`src/rtl/riscv_v_pkg.sv`:
```
// Shared vector-unit types: register-file addressing, ALU result payload and write-back entry.
package riscv_v_pkg;

  localparam int unsigned RISCV_V_RF_NUM_REGS   = 32;
  localparam int unsigned RISCV_V_VLEN          = 128;
  localparam int unsigned RISCV_V_VLENB         = RISCV_V_VLEN / 8;
  localparam int unsigned RISCV_V_WB_FIFO_DEPTH = 2;
  localparam int unsigned RISCV_V_SB_CNT_W      = 2;

  typedef logic [$clog2(RISCV_V_RF_NUM_REGS)-1:0] riscv_v_rf_addr_t;
  typedef logic [RISCV_V_VLEN-1:0]                riscv_v_data_t;
  typedef logic [RISCV_V_VLENB-1:0]               riscv_v_rf_wr_en_t;

  typedef struct packed {
    riscv_v_data_t     data;
    riscv_v_rf_wr_en_t merge;
    riscv_v_rf_wr_en_t valid;
  } riscv_v_alu_data_t;

  typedef struct packed {
    riscv_v_rf_addr_t  addr;
    riscv_v_rf_wr_en_t en;
    riscv_v_data_t     data;
  } riscv_v_wb_entry_t;

endpackage

```
`src/rtl/riscv_v_sync_fifo.sv`:
```
// Single-clock circular FIFO with occupancy count; push is ignored when full, pop when empty.
module riscv_v_sync_fifo #(
  parameter type         T     = logic,
  parameter int unsigned DEPTH = 2
) (
  input  logic                         clk,
  input  logic                         rst_n,
  input  logic                         push,
  input  T                             wdata,
  input  logic                         pop,
  output T                             rdata,
  output logic                         full,
  output logic                         empty,
  output logic [$clog2(DEPTH+1)-1:0]   count
);

  localparam int unsigned PTR_W = $clog2(DEPTH);
  localparam int unsigned CNT_W = $clog2(DEPTH + 1);

  T                 mem_q [DEPTH];
  logic [PTR_W-1:0] wr_ptr_q;
  logic [PTR_W-1:0] rd_ptr_q;
  logic [CNT_W-1:0] count_q;
  logic             do_push;
  logic             do_pop;

  assign full    = (count_q == CNT_W'(DEPTH));
  assign empty   = (count_q == '0);
  assign count   = count_q;
  assign rdata   = mem_q[rd_ptr_q];
  assign do_push = push & ~full;
  assign do_pop  = pop & ~empty;

  // Pointers wrap naturally since DEPTH is a power of two.
  always_ff @(posedge clk or negedge rst_n) begin
    if (!rst_n) begin
      wr_ptr_q <= '0;
      rd_ptr_q <= '0;
      count_q  <= '0;
    end else begin
      if (do_push) wr_ptr_q <= wr_ptr_q + PTR_W'(1);
      if (do_pop)  rd_ptr_q <= rd_ptr_q + PTR_W'(1);
      case ({do_push, do_pop})
        2'b10:   count_q <= count_q + CNT_W'(1);
        2'b01:   count_q <= count_q - CNT_W'(1);
        default: count_q <= count_q;
      endcase
    end
  end

  always_ff @(posedge clk) begin
    if (do_push) mem_q[wr_ptr_q] <= wdata;
  end

endmodule

```
`src/rtl/riscv_v_wb_stage.sv`:
```
// Vector write-back stage: buffers ALU results, drives the regfile write port and
// tracks outstanding writes per register for decode RAW checks.
module riscv_v_wb_stage
  import riscv_v_pkg::*;
#(
  parameter int unsigned FIFO_DEPTH = RISCV_V_WB_FIFO_DEPTH,
  parameter int unsigned NUM_REGS   = RISCV_V_RF_NUM_REGS,
  parameter int unsigned SB_CNT_W   = RISCV_V_SB_CNT_W
) (
  input  logic              clk,
  input  logic              rst_n,
  input  logic              alu_valid_i,
  output logic              alu_ready_o,
  input  riscv_v_alu_data_t alu_data_i,
  input  riscv_v_rf_addr_t  alu_addr_i,
  input  logic              issue_valid_i,
  input  riscv_v_rf_addr_t  issue_addr_i,
  input  riscv_v_rf_addr_t  query_addr_i,
  output logic              query_busy_o,
  output riscv_v_rf_addr_t  rf_wr_addr_o,
  output riscv_v_rf_wr_en_t rf_wr_en_o,
  output riscv_v_data_t     rf_wr_data_o,
  input  logic              rf_wr_stall_i,
  output logic              sb_overflow_o
);

  localparam int unsigned FIFO_CNT_W = $clog2(FIFO_DEPTH + 1);

  riscv_v_wb_entry_t     push_entry;
  riscv_v_wb_entry_t     head_entry;
  logic                  fifo_full;
  logic                  fifo_empty;
  logic [FIFO_CNT_W-1:0] fifo_count_unused;
  logic                  push;
  logic                  load;
  logic                  out_valid_q;
  logic                  wr_done;

  logic [SB_CNT_W-1:0]   cnt_q [NUM_REGS];
  logic [SB_CNT_W-1:0]   cnt_d [NUM_REGS];
  logic                  ovf_set;

  assign alu_ready_o = ~fifo_full;
  assign push        = alu_valid_i & ~fifo_full;
  assign wr_done     = out_valid_q & ~rf_wr_stall_i;
  assign load        = (~out_valid_q | wr_done) & ~fifo_empty;

  always_comb begin
    push_entry      = '0;
    push_entry.addr = alu_addr_i;
    push_entry.en   = alu_data_i.valid & ~alu_data_i.merge;
    push_entry.data = alu_data_i.data;
  end

  riscv_v_sync_fifo #(
    .T     (riscv_v_wb_entry_t),
    .DEPTH (FIFO_DEPTH)
  ) u_fifo (
    .clk   (clk),
    .rst_n (rst_n),
    .push  (push),
    .wdata (push_entry),
    .pop   (load),
    .rdata (head_entry),
    .full  (fifo_full),
    .empty (fifo_empty),
    .count (fifo_count_unused)
  );

  // Output slot; the enable register is cleared when the slot drains so it reads 0 when idle.
  always_ff @(posedge clk or negedge rst_n) begin
    if (!rst_n) begin
      out_valid_q  <= 1'b0;
      rf_wr_addr_o <= '0;
      rf_wr_en_o   <= '0;
      rf_wr_data_o <= '0;
    end else if (load) begin
      out_valid_q  <= 1'b1;
      rf_wr_addr_o <= head_entry.addr;
      rf_wr_en_o   <= head_entry.en;
      rf_wr_data_o <= head_entry.data;
    end else if (wr_done) begin
      out_valid_q  <= 1'b0;
      rf_wr_en_o   <= '0;
    end
  end

  // Scoreboard: coincident issue and completion on one register cancel out.
  always_comb begin
    ovf_set = 1'b0;
    for (int unsigned r = 0; r < NUM_REGS; r++) begin
      cnt_d[r] = cnt_q[r];
      if (issue_valid_i && (issue_addr_i == riscv_v_rf_addr_t'(r)) &&
          !(wr_done && (rf_wr_addr_o == riscv_v_rf_addr_t'(r)))) begin
        if (cnt_q[r] == {SB_CNT_W{1'b1}}) ovf_set = 1'b1;
        else                              cnt_d[r] = cnt_q[r] + SB_CNT_W'(1);
      end else if (wr_done && (rf_wr_addr_o == riscv_v_rf_addr_t'(r)) &&
                   !(issue_valid_i && (issue_addr_i == riscv_v_rf_addr_t'(r)))) begin
        if (cnt_q[r] != '0) cnt_d[r] = cnt_q[r] - SB_CNT_W'(1);
      end
    end
  end

  always_ff @(posedge clk or negedge rst_n) begin
    if (!rst_n) begin
      for (int unsigned r = 0; r < NUM_REGS; r++) cnt_q[r] <= '0;
      sb_overflow_o <= 1'b0;
    end else begin
      for (int unsigned r = 0; r < NUM_REGS; r++) cnt_q[r] <= cnt_d[r];
      sb_overflow_o <= sb_overflow_o | ovf_set;
    end
  end

  assign query_busy_o = (cnt_q[query_addr_i] != '0);

endmodule

```
`config.mk`:
```
export PLATFORM = sky130hd
export DESIGN_NAME = riscv_v_wb_stage
export DESIGN_NICKNAME = d
export VERILOG_FILES = /design/src/rtl/riscv_v_pkg.sv /design/src/rtl/riscv_v_sync_fifo.sv /design/src/rtl/riscv_v_wb_stage.sv
export SDC_FILE = /design/constraint.sdc
export NUM_CORES = 1
export LEC_CHECK = 0
export CORE_ASPECT_RATIO = 1.1
export CORE_UTILIZATION = 53
export DETAILED_ROUTE_END_ITERATION = 10
export PLACE_DENSITY_LB_ADDON = 0.1
export REMOVE_ABC_BUFFERS = 1
export SLEW_MARGIN = 0
export SYNTH_ARGS = -nofsm -noshare
export SYNTH_HDL_FRONTEND = slang
export SYNTH_SLANG_ARGS = --single-unit
```
`constraint.sdc`:
```
create_clock -name clk -period 9.6 [get_ports clk]
set_clock_uncertainty 0.15 [all_clocks]
set_input_delay 0.96 -clock clk [delete_from_list [all_inputs] [get_ports clk]]
set_output_delay 0.96 -clock clk [all_outputs]
set_load 0.1 [all_outputs]
```
## Word level (Yosys, flattened, before mapping)

Memory sizes are Yosys's and may differ from the RTL's.
Index checks and enable logic that the tools add are counted.

- Register bits after elaboration: 219
- Latch bits: 0
- Bits in writable memories: 298
- Bits in read-only memories: 0
- Output and inout port bits: 152
- Memories kept: 1

Memory list:

| memory | words | width | read ports | clocked after Yosys merged registers in | wr ports | RTL line | text |
|---|---|---|---|---|---|---|---|
| u_fifo.mem_q | 2 | 149 | 1 | 0 | 1 | riscv_v_sync_fifo.sv:20 | `T mem_q [DEPTH];` |

- $add $sub $neg: 68
- $mul: 0
- Divide/modulo/power cells: 0
- Magnitude comparators: 1
- Equal/unequal tests: 129
- Shifts and indexed selects: 0
- Muxes and demuxes: 202
- Bitwise logic cells: 14
- Reduce and logical (&&, ||, !) cells: 326

Operators by type and width:

| cell | count |
|---|---|
| 2-bit 2-to-1 mux | 130 |
| 2-bit nonzero test | 99 |
| 5-bit equality test (second input constant) | 32 |
| 1-bit logical AND | 128 |
| 3-bit AND reduction | 32 |
| 5-bit by 4-bit equality test with 1-bit output (second input constant) | 16 |
| 2-bit equality test (second input constant) | 34 |
| 1-bit 2-to-1 mux | 68 |
| 2-bit by 1-bit adder with 2-bit output (second input constant) | 33 |
| 2-bit by 1-bit subtractor with 2-bit output (second input constant) | 33 |
| 1-bit logical NOT | 64 |
| 2-bit inequality test (second input constant) | 32 |
| 5-bit by 3-bit equality test with 1-bit output (second input constant) | 8 |
| 16-bit 2-to-1 mux | 2 |
| 5-bit by 2-bit equality test with 1-bit output (second input constant) | 4 |
| 16-bit AND | 1 |
| 16-bit inverter | 1 |
| 2-bit binary-select mux with 5-bit select | 1 |
| 5-bit by 1-bit equality test with 1-bit output (second input constant) | 2 |
| 5-bit logical NOT | 2 |
| 6-bit greater-or-equal comparator (second input constant) | 1 |
| 5-bit inverter with 6-bit output | 1 |
| 1-bit AND | 5 |
| 1-bit inverter | 4 |
| other kinds (5) | 7 |

## Depth between registers and ports, before layout

- Word-level depth: 69
- Depth in mapped cells: 10
- Depth with buffers taken out: 10

## By module

A second synthesis with hierarchy kept.

- Cells, all modules: 1369
- Area total of the unflattened synthesis: 21433.1 um2

By module, submodules not included:

| module | times used | cells each | area each (um2) |
|---|---|---|---|
| riscv_v_sync_fifo | 1 | 482 | 11359.6 |
| riscv_v_wb_stage | 1 | 887 | 10073.4 |

## Worst setup path after synthesis

Ideal clock, no wire load.

- Kind: register -> register
- Start: reg u_fifo.count_q[0] (netlist: u_fifo.count[0])
- End: mem u_fifo.mem_q[0][0] (netlist name), enable pin
- Setup time: 0.660 ns
- Arrival time: 7.719 ns
- Data required time: 8.790 ns
- Path slack: 1.071 ns
- Cell stages (with the launch flop): 4
- Buffers on the path: 0
- Path through: dfrtp_1 -> nand2b_1 -> nand2_1 -> nor2_1

- Cells in the longest elaborated chain, start to end: 6

RTL lines:

| item | RTL line | text |
|---|---|---|
| start: declaration | riscv_v_sync_fifo.sv:23 | `logic [CNT_W-1:0] count_q;` |
| start signal: assignment | riscv_v_sync_fifo.sv:44 | `2'b10: count_q <= count_q + CNT_W'(1);` |
| start signal: assignment | riscv_v_sync_fifo.sv:45 | `2'b01: count_q <= count_q - CNT_W'(1);` |
| start signal: assignment | riscv_v_sync_fifo.sv:46 | `default: count_q <= count_q;` |
| 2-bit equality test * | riscv_v_sync_fifo.sv:27 | `assign full = (count_q == CNT_W'(DEPTH));` |
| 1-bit inverter * | - |  |
| named net alu_ready_o | riscv_v_wb_stage.sv:13 | `output logic alu_ready_o,` |
| 1-bit AND | riscv_v_wb_stage.sv:44 | `assign push = alu_valid_i & ~fifo_full;` |
| 1-bit AND * | riscv_v_sync_fifo.sv:31 | `assign do_push = push & ~full;` |
| 1-bit 2-to-1 mux * | riscv_v_sync_fifo.sv:52 | `if (do_push) mem_q[wr_ptr_q] <= wdata;` |
| 1-bit 2-to-1 mux (not written as such) * | riscv_v_sync_fifo.sv:52 |  |
| end: declaration | riscv_v_sync_fifo.sv:20 |  |

The timed path passes the listed nets; every way through them passes the cells marked *.

## Worst setup path in the final report

- Start: in query_addr_i[1]
- End: out query_busy_o

- Cells in the longest elaborated chain, start to end: 5

RTL lines:

| item | RTL line | text |
|---|---|---|
| start: declaration | riscv_v_wb_stage.sv:18 | `input riscv_v_rf_addr_t query_addr_i,` |
| 5-bit inverter with 6-bit output (not written as such) | riscv_v_wb_stage.sv:114 | `assign query_busy_o = (cnt_q[query_addr_i] != '0);` |
| 2-bit binary-select mux with 5-bit select | riscv_v_wb_stage.sv:114 |  |
| 2-bit 2-to-1 mux (not written as such) (2 in series) | riscv_v_wb_stage.sv:114 |  |
| 2-bit nonzero test | riscv_v_wb_stage.sv:114 |  |
| end: declaration | riscv_v_wb_stage.sv:19 | `output logic query_busy_o,` |

No other way between the ends. The select of a mux whose other input is x is not followed.

==> flow_metrics.py <==
metrics = {
    "critical_path": {
        "cp_slowest_cell": "clkdlybuf4s50_1",
        "cp_common_cell": "clkdlybuf4s50_1",
        "crit_path_max_incr_delay_ns": 0.99,
        "worstPathRequired_ns": 8.49,
        "crit_arrival_ns": 4.25,
        "crit_type": "input pin to output pin",
        "endpoint_kind": "output pin",
        "crit_path_max_fanout": 26,
        "reg2regPathDepth": 9,
        "worstSetupStartpointType": "input pin",
        "crit_chain": "clkdlybuf4s50_1 -> nor3_1 -> a211oi_1 -> nor4_1 -> nor3b_1 -> or4_1 -> clkdlybuf4s50_1",
    },
    "finish": {
        "multi_input_area_um2": 5793,
        "area_growth_pct": 27.04,
        "final_layout_size_suffix_gt1_frac": 0.05346,
        "seqCellArea_um2": 14430,
        "final_area_um2": 26030,
        "fillers": 2724,
        "finalNetCount": 2077,
    },
    "detailed_routing": {
        "viasPerCell": 5.411,
        "via_count": 13045,
        "drc": 0,
        "wl_um": 45190,
        "drt-pass1-iter-count": 5,
        "final_antenna_net_count": 0,
        "wire_per_inst_um": 18.74,
        "first_iter_violations": 731,
    },
    "place": {
        "dpl.hpwl_um": 29080,
        "port_buffers": 331,
        "post_dp_cell_area_um2": 24270,
        "routabilityCongestion": 0.8903,
        "dp_slack_ns": 4.243,
    },
    "synth": {
        "synth_cell_types": 40,
        "synth_seq_area_share": 0.7043,
        "synth_top_area_share": 0.4368,
        "synth_area_leaders": "edfxtp_1 44%, dfrtp_1 27%, mux2i_1 8.0%",
        "synth_compound_area_frac": 0.07891,
        "syn_inst": 1530,
        "synthMuxAreaShare": 0.08129,
        "synth_area_um2": 20490,
        "synth_flop_cell": "edfxtp_1",
        "synth-adder-area-share": 0.02162,
        "avgSynthCellArea_um2": 13.39,
        "synthSimpleGateAreaFrac": 0.09766,
        "ys_warn_count": 0,
        "synth_largest_area_cell": "edfxtp_1",
        "synth_top_family_by_area": "simple AND/OR/NAND/NOR gates",
        "synth_edf_count": 298,
        "synth-xor-area-share": 0.002138,
        "synthArstFlopShare": 0.4236,
        "ys_ff_latch": 517,
    },
    "pwr": {
        "p_seq_frac": 0.349,
        "p_per_area_nw_per_um2": 370.4,
        "swShare": 0.4570,
        "p_clk_frac": 0.211,
        "p_int_uw": 5235,
        "switchingPower_uw": 4406,
        "power_frac_comb": 0.439,
        "ir_drop_mv": 0.3170,
        "p_leak_uw": 0.01031,
    },
    "sta": {
        "relSlewSlack": 0.2308,
        "report.final.slew_viol_count": 0,
        "tightestPinTransition_ns": 1.154,
        "period_needed_ns": 5.357,
        "finalSetupViolCount": 0,
        "hold_viol_final": 0,
        "finalSetupTns_ns": 0,
        "worst_slack_ns": 4.243,
        "rsz0062_at_grt": "false",
        "period_share": 0.5580,
        "timing.fmax_ghz": 0.1867,
    },
    "floorplan": {
        "io_pins": 332,
        "design.core.area_um2": 38100,
        "die_w_um": 189.5,
        "die-area_um2": 39440,
        "die_h_um": 208.2,
        "rows": 75,
        "initial_utilization": 0.5377,
    },
    "global_routing": {
        "grt_max_degree": 199,
        "grt_usage": 0.2337,
        "first_global_vias": 13580,
        "antenna_found_initial": 7,
        "overflow": 0,
        "grt_pass1_wl_um": 71340,
    },
    "clocking": {
        "cts_buffer_depth": 3,
        "cts-htree-levels": 2,
        "cts_tree": "built",
        "clk_pin_slew_ns": 0.06,
        "post_cts_buffers": 0,
        "clkSinkCount": 517,
        "cts.repair.resized": 0,
        "hold_buffers": 0,
        "cts_buffers": 52,
        "clock_latency_ns": 0.59,
        "cts_root_buf": "clkbuf_16",
    },
    "outcome": {
        "status": "finished, final reports clean",
    },
    "job": {
        "max-cap-violations": 0,
    },
    "hold_path": {
        "hp-class": "input pin to async pin",
    },
}
## cell usage after synthesis (17+ instances only)
master and instances:
ha_1 33, edfxtp_1 298, nor3_1 17, nand3_1 41, nor2_1 72, nand2_1 232, mux2i_1 163, clkbuf_1 35
buf_2 23, nor2b_1 54, dfrtp_1 219, o21ai_0 212
## registers in the layout, summed over array words and instances (netlist names)
signal	flops
u_fifo.mem_q	298
rf_wr_data_o	128
cnt_q	64
rf_wr_en_o	16
rf_wr_addr_o	5
u_fifo.count	2
out_valid_q	1
sb_overflow_o	1
u_fifo.rd_ptr_q	1
u_fifo.wr_ptr_q	1
## through the flow
stage / total power [uW] / cells / util / hold slack [ns]
6_report: 9641 / 2411 / 0.6831 / 0.2939
2_1_floorplan: 6773 / 1469 / - / 0.3032
3_5_place_dp: 7672 / 2310 / 0.6371 / 0.3193
5_1_grt: 10030 / 2410 / 0.6830 / 0.3457
3_3_place_gp: 7598 / 2310 / 0.6371 / 0.3100
4_1_cts: 9720 / 2408 / 0.6829 / 0.3331
## worst max-delay path: cells and delay by family
| kind | cells | cell delay (ns) |
|---|---|---|
| simple gates | 4 | 1.33 |
| compound gates | 1 | 0.08 |
| buf+inv | 2 | 1.87 |
## cells by family (layout without fill, tap and decap cells)
family / Yosys count / in the layout
DFF: 517 / 517
and+or+nand+nor: 450 / 450
adders and majority gates: 36 / 36
other: 0 / 3
buffers and inverters: 65 / 443
xor gates and xnor gates: 5 / 5
AOI/OAI and AO/OA: 291 / 291
muxes: 166 / 166
## layout make-up
class | instances | area share
inverter | 4 | 0.0005769
timing repair buffer | 341 | 0.1309
clock buffer | 77 | 0.05827
clock inverter | 21 | 0.008798
antenna | 3 | 0.0002885
multi-input combinational | 948 | 0.2226
tap | 500 | 0.02404
sequential | 517 | 0.5546
## final timing paths
kind,to,start,slack [ns]
max in group asynchronous,rf_wr_data_o[59],rst_n,7.53
worst min-delay path,rf_wr_data_o[109],rst_n,0.29
worst max-delay path,query_busy_o,query_addr_i[1],4.24
worst max register to register,sb_overflow_o,rf_wr_addr_o[3],6.15
min in group clk,rf_wr_data_o[97],rf_wr_data_o[97],0.33
worst min register to register,rf_wr_data_o[97],rf_wr_data_o[97],0.33
## cells in the final DEF, fill, tap and decap left out, types with 11 or more instances in the layout
cell type | netlist | final
a211oi_1 | 11 | 11
a21boi_0 | 15 | 15
a21oi_1 | 15 | 15
clkbuf_1 | 35 | 14
clkbuf_16 | 0 | 53
clkdlybuf4s50_1 | 0 | 330
dfrtp_1 | 219 | 218
edfxtp_1 | 298 | 298
ha_1 | 33 | 33
mux2i_1 | 163 | 163
nand2_1 | 232 | 232
nand3_1 | 41 | 41
nor2_1 | 72 | 71
nor2b_1 | 54 | 54
nor3_1 | 17 | 17
o21ai_0 | 212 | 212
o21bai_1 | 14 | 14
o31ai_1 | 15 | 15
## metal layers
layer	GRT usage	wire length, um
met1	0.2869	17860
met2	0.3873	22610
met3	0.07136	3436
met4	0.08927	1214
met5	0	63
## power groups by stage
stage / combinational, uW / clock (uW) / sequential, uW
CTS: 4270 / 2080 / 3370
global route: 4430 / 2160 / 3440
global placement: 4220 / 0 / 3380
finish: 4230 / 2040 / 3370
detailed placement: 4270 / 0 / 3410
floorplan: 1090 / 0 / 5680
(Power assumes the default switching activity.)
